File: src/rtl/game_pkg.sv
// Shared game types.
// Player heading enum used by the motion and direction logic.
package game_pkg;
    typedef enum logic [2:0] {
        WAIT  = 3'd0,
        RIGHT = 3'd1,
        DOWN  = 3'd2,
        LEFT  = 3'd3,
        UP    = 3'd4
    } directions;
endpackage

File: src/rtl/player_motion_if.sv
// Control and position bundle for player_motion.
// master drives enable/headings, slave returns heads and status.
interface player_motion_if #(
    parameter int GRID_W = 32,
    parameter int GRID_H = 24
);
    import game_pkg::*;
    localparam int XW = $clog2(GRID_W);
    localparam int YW = $clog2(GRID_H);

    logic          game_en;
    directions     direction_1;
    directions     direction_2;
    logic          step;
    logic [XW-1:0] pos_x1;
    logic [YW-1:0] pos_y1;
    logic [XW-1:0] pos_x2;
    logic [YW-1:0] pos_y2;
    logic          crash_1;
    logic          crash_2;
    logic          round_over;

    modport master (
        output game_en, direction_1, direction_2,
        input  step, pos_x1, pos_y1, pos_x2, pos_y2,
        input  crash_1, crash_2, round_over
    );

    modport slave (
        input  game_en, direction_1, direction_2,
        output step, pos_x1, pos_y1, pos_x2, pos_y2,
        output crash_1, crash_2, round_over
    );
endinterface

File: src/rtl/player_motion.sv
// Two-player head motion on a tick, with wall and
// head-to-head crash detection that freezes the round.
module player_motion
    import game_pkg::*;
#(
    parameter int GRID_W   = 32,
    parameter int GRID_H   = 24,
    parameter int TICK_DIV = 2000000,
    parameter int START_X1 = 4,
    parameter int START_Y1 = 12,
    parameter int START_X2 = 27,
    parameter int START_Y2 = 12
) (
    input logic            clk,
    input logic            rst_n,
    player_motion_if.slave bus
);
    localparam int XW = $clog2(GRID_W);
    localparam int YW = $clog2(GRID_H);
    localparam int CW = $clog2(TICK_DIV);

    localparam logic [XW:0]   XMAX = GRID_W[XW:0] - 1'b1;
    localparam logic [YW:0]   YMAX = GRID_H[YW:0] - 1'b1;
    localparam logic [CW-1:0] CMAX = TICK_DIV[CW-1:0] - 1'b1;
    localparam logic [XW-1:0] SX1  = START_X1[XW-1:0];
    localparam logic [YW-1:0] SY1  = START_Y1[YW-1:0];
    localparam logic [XW-1:0] SX2  = START_X2[XW-1:0];
    localparam logic [YW-1:0] SY2  = START_Y2[YW-1:0];

    typedef enum logic [1:0] {IDLE, RUN, CRASHED} state_t;

    typedef struct packed {
        logic [XW:0] x;
        logic [YW:0] y;
        logic        wall;
    } cand_t;

    state_t        state, state_n;
    logic [CW-1:0] cnt, cnt_n;
    logic [XW-1:0] x1, x1_n, x2, x2_n;
    logic [YW-1:0] y1, y1_n, y2, y2_n;
    logic          c1, c1_n, c2, c2_n;
    logic          step, step_n;
    logic          over, over_n;

    cand_t         m1, m2;
    logic [XW-1:0] h1x, h2x;
    logic [YW-1:0] h1y, h2y;
    logic          coll;

    // One bit wider than the position so that a wrap past
    // either edge shows up as an out-of-range value.
    function automatic cand_t move(
        input directions     d,
        input logic [XW-1:0] x,
        input logic [YW-1:0] y
    );
        cand_t c;
        c.x    = {1'b0, x};
        c.y    = {1'b0, y};
        c.wall = 1'b0;
        case (d)
            RIGHT:   c.x = {1'b0, x} + 1'b1;
            LEFT:    c.x = {1'b0, x} - 1'b1;
            DOWN:    c.y = {1'b0, y} + 1'b1;
            UP:      c.y = {1'b0, y} - 1'b1;
            default: ;
        endcase
        c.wall = (c.x > XMAX) || (c.y > YMAX);
        return c;
    endfunction

    // Candidate heads; a wall hit holds that player in place.
    always_comb begin
        m1   = move(bus.direction_1, x1, y1);
        m2   = move(bus.direction_2, x2, y2);
        h1x  = m1.wall ? x1 : m1.x[XW-1:0];
        h1y  = m1.wall ? y1 : m1.y[YW-1:0];
        h2x  = m2.wall ? x2 : m2.x[XW-1:0];
        h2y  = m2.wall ? y2 : m2.y[YW-1:0];
        coll = ((h1x == h2x) && (h1y == h2y)) ||
               ((h1x == x2) && (h1y == y2) &&
                (h2x == x1) && (h2y == y1));
    end

    // Next-state and next-output logic; game_en low wins.
    always_comb begin
        state_n = state;
        cnt_n   = cnt;
        x1_n    = x1;
        y1_n    = y1;
        x2_n    = x2;
        y2_n    = y2;
        c1_n    = c1;
        c2_n    = c2;
        step_n  = 1'b0;
        if (!bus.game_en) begin
            state_n = IDLE;
            cnt_n   = '0;
            x1_n    = SX1;
            y1_n    = SY1;
            x2_n    = SX2;
            y2_n    = SY2;
            c1_n    = 1'b0;
            c2_n    = 1'b0;
        end else begin
            unique case (state)
                IDLE: begin
                    state_n = RUN;
                    cnt_n   = '0;
                    x1_n    = SX1;
                    y1_n    = SY1;
                    x2_n    = SX2;
                    y2_n    = SY2;
                end
                RUN: begin
                    cnt_n = (cnt == CMAX) ? '0 : cnt + 1'b1;
                    if (cnt == CMAX) begin
                        step_n = 1'b1;
                        if (coll) begin
                            c1_n = 1'b1;
                            c2_n = 1'b1;
                        end else begin
                            c1_n = m1.wall;
                            c2_n = m2.wall;
                            x1_n = h1x;
                            y1_n = h1y;
                            x2_n = h2x;
                            y2_n = h2y;
                        end
                        if (coll || m1.wall || m2.wall)
                            state_n = CRASHED;
                    end
                end
                CRASHED: ;
                default: state_n = IDLE;
            endcase
        end
        over_n = (state_n == CRASHED);
    end

    // FSM state register.
    always_ff @(posedge clk or negedge rst_n) begin
        if (!rst_n) state <= IDLE;
        else        state <= state_n;
    end

    // Counter, positions and registered status outputs.
    always_ff @(posedge clk or negedge rst_n) begin
        if (!rst_n) begin
            cnt  <= '0;
            x1   <= SX1;
            y1   <= SY1;
            x2   <= SX2;
            y2   <= SY2;
            c1   <= 1'b0;
            c2   <= 1'b0;
            step <= 1'b0;
            over <= 1'b0;
        end else begin
            cnt  <= cnt_n;
            x1   <= x1_n;
            y1   <= y1_n;
            x2   <= x2_n;
            y2   <= y2_n;
            c1   <= c1_n;
            c2   <= c2_n;
            step <= step_n;
            over <= over_n;
        end
    end

    assign bus.step       = step;
    assign bus.pos_x1     = x1;
    assign bus.pos_y1     = y1;
    assign bus.pos_x2     = x2;
    assign bus.pos_y2     = y2;
    assign bus.crash_1    = c1;
    assign bus.crash_2    = c2;
    assign bus.round_over = over;
endmodule

File: src/flat_wrapper.sv
// flat-port wrapper written by rule: the top's interface ports become plain ports
module player_motion_flat import game_pkg::*;
#(
    parameter int GRID_W   = 32,
    parameter int GRID_H   = 24,
    parameter int TICK_DIV = 2000000,
    parameter int START_X1 = 4,
    parameter int START_Y1 = 12,
    parameter int START_X2 = 27,
    parameter int START_Y2 = 12
)
  (clk, rst_n, bus_game_en, bus_direction_1, bus_direction_2, bus_step, bus_pos_x1, bus_pos_y1, bus_pos_x2, bus_pos_y2, bus_crash_1, bus_crash_2, bus_round_over);
  player_motion_if #(.GRID_W(GRID_W), .GRID_H(GRID_H)) bus_i ();
  input logic clk;
  input logic rst_n;
  input wire logic [$bits(bus_i.game_en)-1:0] bus_game_en;
  input wire logic [$bits(bus_i.direction_1)-1:0] bus_direction_1;
  input wire logic [$bits(bus_i.direction_2)-1:0] bus_direction_2;
  output wire logic [$bits(bus_i.step)-1:0] bus_step;
  output wire logic [$bits(bus_i.pos_x1)-1:0] bus_pos_x1;
  output wire logic [$bits(bus_i.pos_y1)-1:0] bus_pos_y1;
  output wire logic [$bits(bus_i.pos_x2)-1:0] bus_pos_x2;
  output wire logic [$bits(bus_i.pos_y2)-1:0] bus_pos_y2;
  output wire logic [$bits(bus_i.crash_1)-1:0] bus_crash_1;
  output wire logic [$bits(bus_i.crash_2)-1:0] bus_crash_2;
  output wire logic [$bits(bus_i.round_over)-1:0] bus_round_over;
  assign bus_i.game_en = bus_game_en;
  assign bus_i.direction_1 = bus_direction_1;
  assign bus_i.direction_2 = bus_direction_2;
  assign bus_step = bus_i.step;
  assign bus_pos_x1 = bus_i.pos_x1;
  assign bus_pos_y1 = bus_i.pos_y1;
  assign bus_pos_x2 = bus_i.pos_x2;
  assign bus_pos_y2 = bus_i.pos_y2;
  assign bus_crash_1 = bus_i.crash_1;
  assign bus_crash_2 = bus_i.crash_2;
  assign bus_round_over = bus_i.round_over;
  player_motion #(.GRID_W(GRID_W), .GRID_H(GRID_H), .TICK_DIV(TICK_DIV), .START_X1(START_X1), .START_Y1(START_Y1), .START_X2(START_X2), .START_Y2(START_Y2)) u_core (.clk(clk), .rst_n(rst_n), .bus(bus_i));
endmodule
File: config.mk
export PLATFORM = sky130hd
export DESIGN_NAME = player_motion_flat
export DESIGN_NICKNAME = d
export VERILOG_FILES = /design/src/rtl/game_pkg.sv /design/src/rtl/player_motion_if.sv /design/src/rtl/player_motion.sv /design/src/flat_wrapper.sv
export SDC_FILE = /design/constraint.sdc
export NUM_CORES = 1
export LEC_CHECK = 0
export CORE_MARGIN = 2
export CORE_UTILIZATION = 45
export CTS_BUF_LIST = sky130_fd_sc_hd__clkbuf_4 sky130_fd_sc_hd__clkbuf_8
export CTS_CLUSTER_DIAMETER = 60
export DETAILED_ROUTE_END_ITERATION = 8
export SLEW_MARGIN = 20
export SYNTH_ARGS = -nofsm -noshare
export SYNTH_HDL_FRONTEND = slang
export SYNTH_SLANG_ARGS = --single-unit
File: constraint.sdc
create_clock -name clk -period 11.6 [get_ports clk]
set_clock_uncertainty 0.15 [all_clocks]
set_input_delay 2.32 -clock clk [delete_from_list [all_inputs] [get_ports clk]]
set_output_delay 2.32 -clock clk [all_outputs]
set_load 0.01 [all_outputs]
==> results of run 1 <==
## power by group through the flow
stage	sequential (mW)	combinational (mW)	clock, mW
6_report	0.168	0.0762	0.102
5_1_grt	0.168	0.0847	0.111
4_1_cts	0.168	0.0757	0.105
3_5_place_dp	0.171	0.0753	0
3_3_place_gp	0.171	0.0748	0
2_1_floorplan	0.170	0.0545	0
## layout by cell type, fill, tap and decap left out, types with 6 or more instances in the layout
| master | count |
|---|---|
| a211oi_1 | 6 |
| a21o_1 | 8 |
| a21oi_1 | 28 |
| and2_1 | 10 |
| and3_1 | 8 |
| clkdlybuf4s50_1 | 31 |
| dfrtp_1 | 38 |
| dfstp_2 | 9 |
| ha_1 | 17 |
| inv_1 | 17 |
| mux2i_1 | 12 |
| nand2_1 | 42 |
| nand2b_1 | 6 |
| nand3_1 | 21 |
| nand4_1 | 13 |
| nor2_1 | 49 |
| nor3_1 | 15 |
| nor3b_1 | 7 |
| o21ai_0 | 36 |
| o31ai_1 | 6 |
| xnor2_1 | 24 |
| xor2_1 | 16 |
## logic make-up (layout without fill, tap and decap cells)
kind of cell / Yosys count / in the layout / share of synthesized area (%)
compound gates: 153 / 153 / 25.0
xor+xnor: 40 / 40 / 8.16
fa+ha+maj: 21 / 21 / 6.82
buf+inv: 38 / 58 / 3.90
flops: 47 / 47 / 27.7
mux: 16 / 16 / 3.90
simple gates: 204 / 204 / 24.6
## stage by stage
step | utilization (%) | hold slack [ps]
floorplan | - | 292
global placement | 50.6 | 341
detailed placement | 50.6 | 348
CTS | 51.6 | 362
global route | 51.6 | 387
finish | 51.6 | 361
## worst paths after layout
check | from | to
max reg2reg | u_core.bus.pos_x2[2] | u_core.bus.pos_x1[0]
min in group asynchronous | rst_n | u_core.cnt[4]
max | bus_direction_2[1] | u_core.bus.pos_x1[0]
min | u_core.cnt[18] | u_core.cnt[18]
min reg2reg | u_core.cnt[18] | u_core.cnt[18]
max in group asynchronous | rst_n | u_core.bus.pos_y1[1]
## layer usage
metal	up-vias	share of wire (%)	global-route usage (%)
met1	1946	50	35.4
met3	30	5.5	3.11
met2	123	42	34.9
li1	1964	-	-
met5	-	0	0
met4	0	2.0	4.57
## cell type report
cell class              instances  share of cell area (%)
well taps                     129                    3.39
multi-input cells             434                    61.7
inverters                      17                    1.34
repair buffers                 33                    6.78
clock buffers                   7                    1.76
flip-flops and latches         47                    24.9
clock inverters                 1                   0.105
## flip-flops by register name, summed over array words and instances (netlist names)
| signal | flops |
|---|---|
| u_core.bus.pos_y1 | 5 |
| u_core.bus.step | 1 |
| u_core.bus.pos_x1 | 5 |
| u_core.bus.crash_1 | 1 |
| u_core.state | 2 |
| u_core.bus.pos_y2 | 5 |
| u_core.bus.round_over | 1 |
| u_core.cnt | 21 |
| u_core.bus.pos_x2 | 5 |
| u_core.bus.crash_2 | 1 |
==> qor.txt, run 1 <==
Pins Over Slew Limit: 0
crit share post-route: 63.7%
worst-path cell chain: clkdlybuf4s50_1 > nor3b_1 > ha_1 > a211oi_4 > nor2_1 > a31o_1 > or4b_1 > xnor2_1 > a2111oi_0 > nand4_1 > and2_4 > and4_1 > mux2_2
# Max-Cap Violations: 0
CP Class: input port to flip-flop
fill count: 903
Routed Wire Length: 11400 um
cell family with most CP delay: simple AND/OR/NAND/NOR gates
Post-CTS Resized: 0
status: finished clean
DR iter-0 viols: 246
CTS clk-pin slew, worst paths: 90 ps
Pre-antenna DRT Iters: 5
setup violators final: 0
sequential cell fraction of total power: 48.5%
Slowest-stage cell, CP: nor3b_1
vias in the first global route: 3743
chip height: 102 um
synthesized net count: 549
pin count of the biggest net entering global routing: 48
Hold Crit Depth: 1
switching portion of total power: 30.1%
dpl ws: 3890 ps
CP Launch Type: input port
initial antenna violation count: 0
Post-synth EDFFs: 0
setup slack, reg-to-reg: 6940 ps
CTS H-tree depth: 2
Critical Path Fanout Max: 15
Multi-input gate area: 0.00294 mm^2
final net count: 568
top cells by count, synth: 49 x nor2_1, 42 x nand2_1, 38 x dfrtp_1, 36 x o21ai_0, 28 x a21oi_1
P_leak: 1.92 nW
crit path DAT: 7420 ps
Reg2Reg Depth: 12
die width: 102 um
element type at the critical path end: flip-flop
Port Buffers: 32
FF+latch count, synth: 47
Clock Latency Late Sink: 300 ps
final instance area: 0.00476 mm^2
Min-Delay Path Class: flip-flop to flip-flop
PnR worst setup slack: 4210 ps
Top FF cell, synth: dfrtp_1
area leader, netlist: dfrtp_1
Final Hold Fails: 0
Total Power: 346 uW
Slew @ Worst Pin: 1030 ps
layout cells sized above 1: 7.98%
I/O pin cnt: 33
Root Driver: clkbuf_8
Remaining DRCs: 0
GP Congestion: 0.918
Gate power share: 22.0%
share of flip-flops with an asynchronous set or reset: 100%
P_sw: 104 uW
clock power share: 29.4%
count leader, synth: nor2_1
Slew Limit Headroom: 31.6%
DP HPWL: 8660 um
synthesized area per cell: 8.27 um^2
worst path buffer plus inverter count: 1
Fmax achieved: 135 MHz
register area share after synthesis: 27.7%
CP Depth: 13
cts bufs inserted: 5
Bufs on Longest Clock Path: 2
Inst Count DP: 660
TritonCTS Sinks: 47
Vias per Instance: 6.08
top post-synthesis cells by area: dfrtp_1 22%, dfstp_2 5.5%, ha_1 5.0%, xnor2_1 4.9%, nor2_1 4.3%
FF+latch area: 0.00119 mm^2
Fin Setup TNS: 0 ps
Avg WL per Cell: 17.1 um
Power Density: 72.5 mW/mm^2
die area: 0.0103 mm^2
area post-placement: 0.00467 mm^2
Post-Syn Instances: 519
Yosys top cell area share: 22.1%
CP required: 11630 ps
RSZ-0062 raised after global routing: false
max incr delay on CP: 820 ps
Area growth, synth to finish: 10.9%
maximum vdd drop: 0.0000488 V
CTS Hold Bufs: 0
Layout Cells excl Fill: 668
All-Layer GR Usage: 23.1%
Warnings, synthesis: 0
Row Count: 35
Via Count: 4063
Final ANT Viol Nets: 0
total congestion overflow: 0
Synth cell types: 77
mapped cell area: 0.00429 mm^2
setup repair bufs after CTS: 0
antenna cells: 0
Core ar.: 0.00924 mm^2
first-pass GRT wire length: 19000 um
Power Internal: 242 uW
minimum clock period after layout: 7390 ps
TritonCTS clock tree: yes
Initial Util: 46.5%
No activity file was read; power rests on OpenSTA's default activity.
==> inputs of run 2 (changes only) <==
--- a/config.mk
+++ b/config.mk
@@ -10,6 +10,7 @@
 export CTS_BUF_LIST = sky130_fd_sc_hd__clkbuf_4 sky130_fd_sc_hd__clkbuf_8
 export CTS_CLUSTER_DIAMETER = 60
 export DETAILED_ROUTE_END_ITERATION = 8
+export PLACE_DENSITY = 0.67
 export SLEW_MARGIN = 20
 export SYNTH_ARGS = -nofsm -noshare
 export SYNTH_HDL_FRONTEND = slang
==> constraint.sdc (replaced) <==
create_clock -name clk -period 5.92 [get_ports clk]
set_clock_uncertainty 0.15 [all_clocks]
set_input_delay 1.184 -clock clk [delete_from_list [all_inputs] [get_ports clk]]
set_output_delay 1.184 -clock clk [all_outputs]
set_load 0.01 [all_outputs]
==> run 2 against run 1 <==
Effect of this change:
- flip-flop and latch count is the same
- via count up 1.7%
- clock-buffer cell count is 1 lower
- register-to-register slack worse by 5300 ps
- setup slack got worse by 3800 ps
- utilization up 0.98 points
- non-clock buffer count rose by 10
- combinational power grew 100%
==> qor.txt, run 2 (synthesized netlist as in run 1, its figures left out) <==
die area: 0.0103 mm^2
Final ANT Viol Nets: 0
Routed Wire Length: 11100 um
TritonCTS clock tree: yes
All-Layer GR Usage: 22.1%
max reg flops: 21
CP required: 5970 ps
setup slack, reg-to-reg: 1610 ps
first-pass GRT wire length: 18600 um
leading cell types in the layout, fill and taps excluded: 49 x nor2_1, 42 x nand2_1, 38 x dfrtp_1
Final Hold Fails: 0
Initial Util: 46.5%
Fin Setup TNS: 0 ps
clock power share: 30.2%
I/O pin cnt: 33
pin count of the biggest net entering global routing: 48
minimum clock period after layout: 5550 ps
crit path DAT: 5590 ps
DR iter-0 viols: 318
Via Count: 4132
GP Congestion: 0.957
Bufs on Longest Clock Path: 2
# Max-Cap Violations: 0
die width: 102 um
Worst Setup SP: bus_direction_1[0]
leading cell type in the layout, fill and taps excluded: nor2_1
switching portion of total power: 31.2%
Slew @ Worst Pin: 1000 ps
Critical Path End: u_core.bus.pos_x1[0]
area post-placement: 0.00475 mm^2
Critical Path Fanout Max: 12
Pre-antenna DRT Iters: 6
Worst R2R End: u_core.bus.pos_x1[0]
Post-CTS Resized: 0
fill count: 914
Row Count: 35
TritonCTS Sinks: 47
total congestion overflow: 0
Reg2Reg Depth: 12
crit share post-route: 93.7%
Gate power share: 22.2%
P_leak: 1.97 nW
Hold Worst Slack: 350 ps
sequential cell fraction of total power: 47.6%
Area growth, synth to finish: 13.0%
P_sw: 216 uW
CTS H-tree depth: 2
setup violators final: 0
Root Driver: clkbuf_8
Reg with most FFs: u_core.cnt
cts bufs inserted: 5
vias in the first global route: 3854
layout cells sized above 1: 9.65%
maximum vdd drop: 0.000115 V
Power Density: 143 mW/mm^2
CP Launch Type: input port
DP HPWL: 8480 um
CTS Hold Bufs: 0
Vias per Instance: 6.09
Clock Latency Late Sink: 310 ps
CP Class: input port to flip-flop
Remaining DRCs: 0
Avg WL per Cell: 16.3 um
final net count: 578
chip height: 102 um
antenna cells: 0
Port Buffers: 32
Multi-input gate area: 0.00295 mm^2
Slew Limit Headroom: 33.1%
Fmax achieved: 180 MHz
reg-to-reg startpoint: u_core.bus.pos_y1[4]
final instance area: 0.00485 mm^2
setup repair bufs after CTS: 0
Hold Crit Depth: 1
Pins Over Slew Limit: 0
initial antenna violation count: 0
RSZ-0062 raised after global routing: false
Core ar.: 0.00924 mm^2
FF+latch area: 0.00119 mm^2
status: finished clean
Min-Delay Path Class: flip-flop to flip-flop
Power Internal: 476 uW
CTS clk-pin slew, worst paths: 100 ps
element type at the critical path end: flip-flop
## run 2: changes by cell type in the layout (fill, tap and decap cells not counted)
cell	before	now
o211ai_4	0	1
clkbuf_4	2	1
inv_6	0	1
clkinv_2	1	0
buf_4	1	12
o211ai_2	2	1
clkinvlp_4	0	1
buf_2	1	0
## run 2: worst min path at each step
stage	end	start	slack [ps]
finish	u_core.cnt[20]	u_core.cnt[20]	350
global route	u_core.cnt[20]	u_core.cnt[20]	370
CTS	u_core.cnt[20]	u_core.cnt[20]	350
detailed placement	u_core.cnt[20]	u_core.cnt[20]	330
global placement	u_core.cnt[20]	u_core.cnt[20]	330
floorplan	u_core.cnt[20]	u_core.cnt[20]	290
## run 2: layout make-up
type	instances	area share [%]
timing repair buffer	43	8.25
inverter	17	1.31
clock buffer	6	1.57
multi-input combinational	434	60.7
clock inverter	2	0.335
sequential	47	24.5
tap	129	3.33
## run 2: metrics by stage
stage / util (%) / std cells / setup slack (ps) / total power [mW]
after floorplan: - / 519 / 575 / 0.441
after global placement: 51.4 / 670 / 0.896 / 0.484
after detailed placement: 51.4 / 670 / -39.9 / 0.486
after CTS: 52.4 / 678 / 272 / 0.691
after global routing: 52.5 / 678 / 60.6 / 0.725
final: 52.5 / 678 / 375 / 0.692
## run 2: critical path, cell delays in order
cell and delay (ps):
clkdlybuf4s50_1 530, nor3b_1 250, buf_4 180, ha_1 230, a211oi_1 400, or4b_1 210, nand4_1 220, or2_1 390
mux2i_1 190, a2111oi_0 550, nand4_1 150, or3_4 390, and2_4 200, and4_1 240, mux2_2 270
## run 2: routing by layer
metal	GRT usage, %	wire length (um)	up-vias
met4	3.85	84	0
met1	33.5	5440	1956
met5	0	0	-
met3	3.17	748	17
met2	33.7	4810	169
li1	-	-	1990
## run 2: power groups by stage
stage	logic [mW]	clock network [mW]	registers, mW
after CTS	0.151	0.210	0.329
after global placement	0.149	0	0.335
after floorplan	0.107	0	0.334
after detailed placement	0.151	0	0.335
final	0.154	0.209	0.329
after global routing	0.170	0.225	0.330
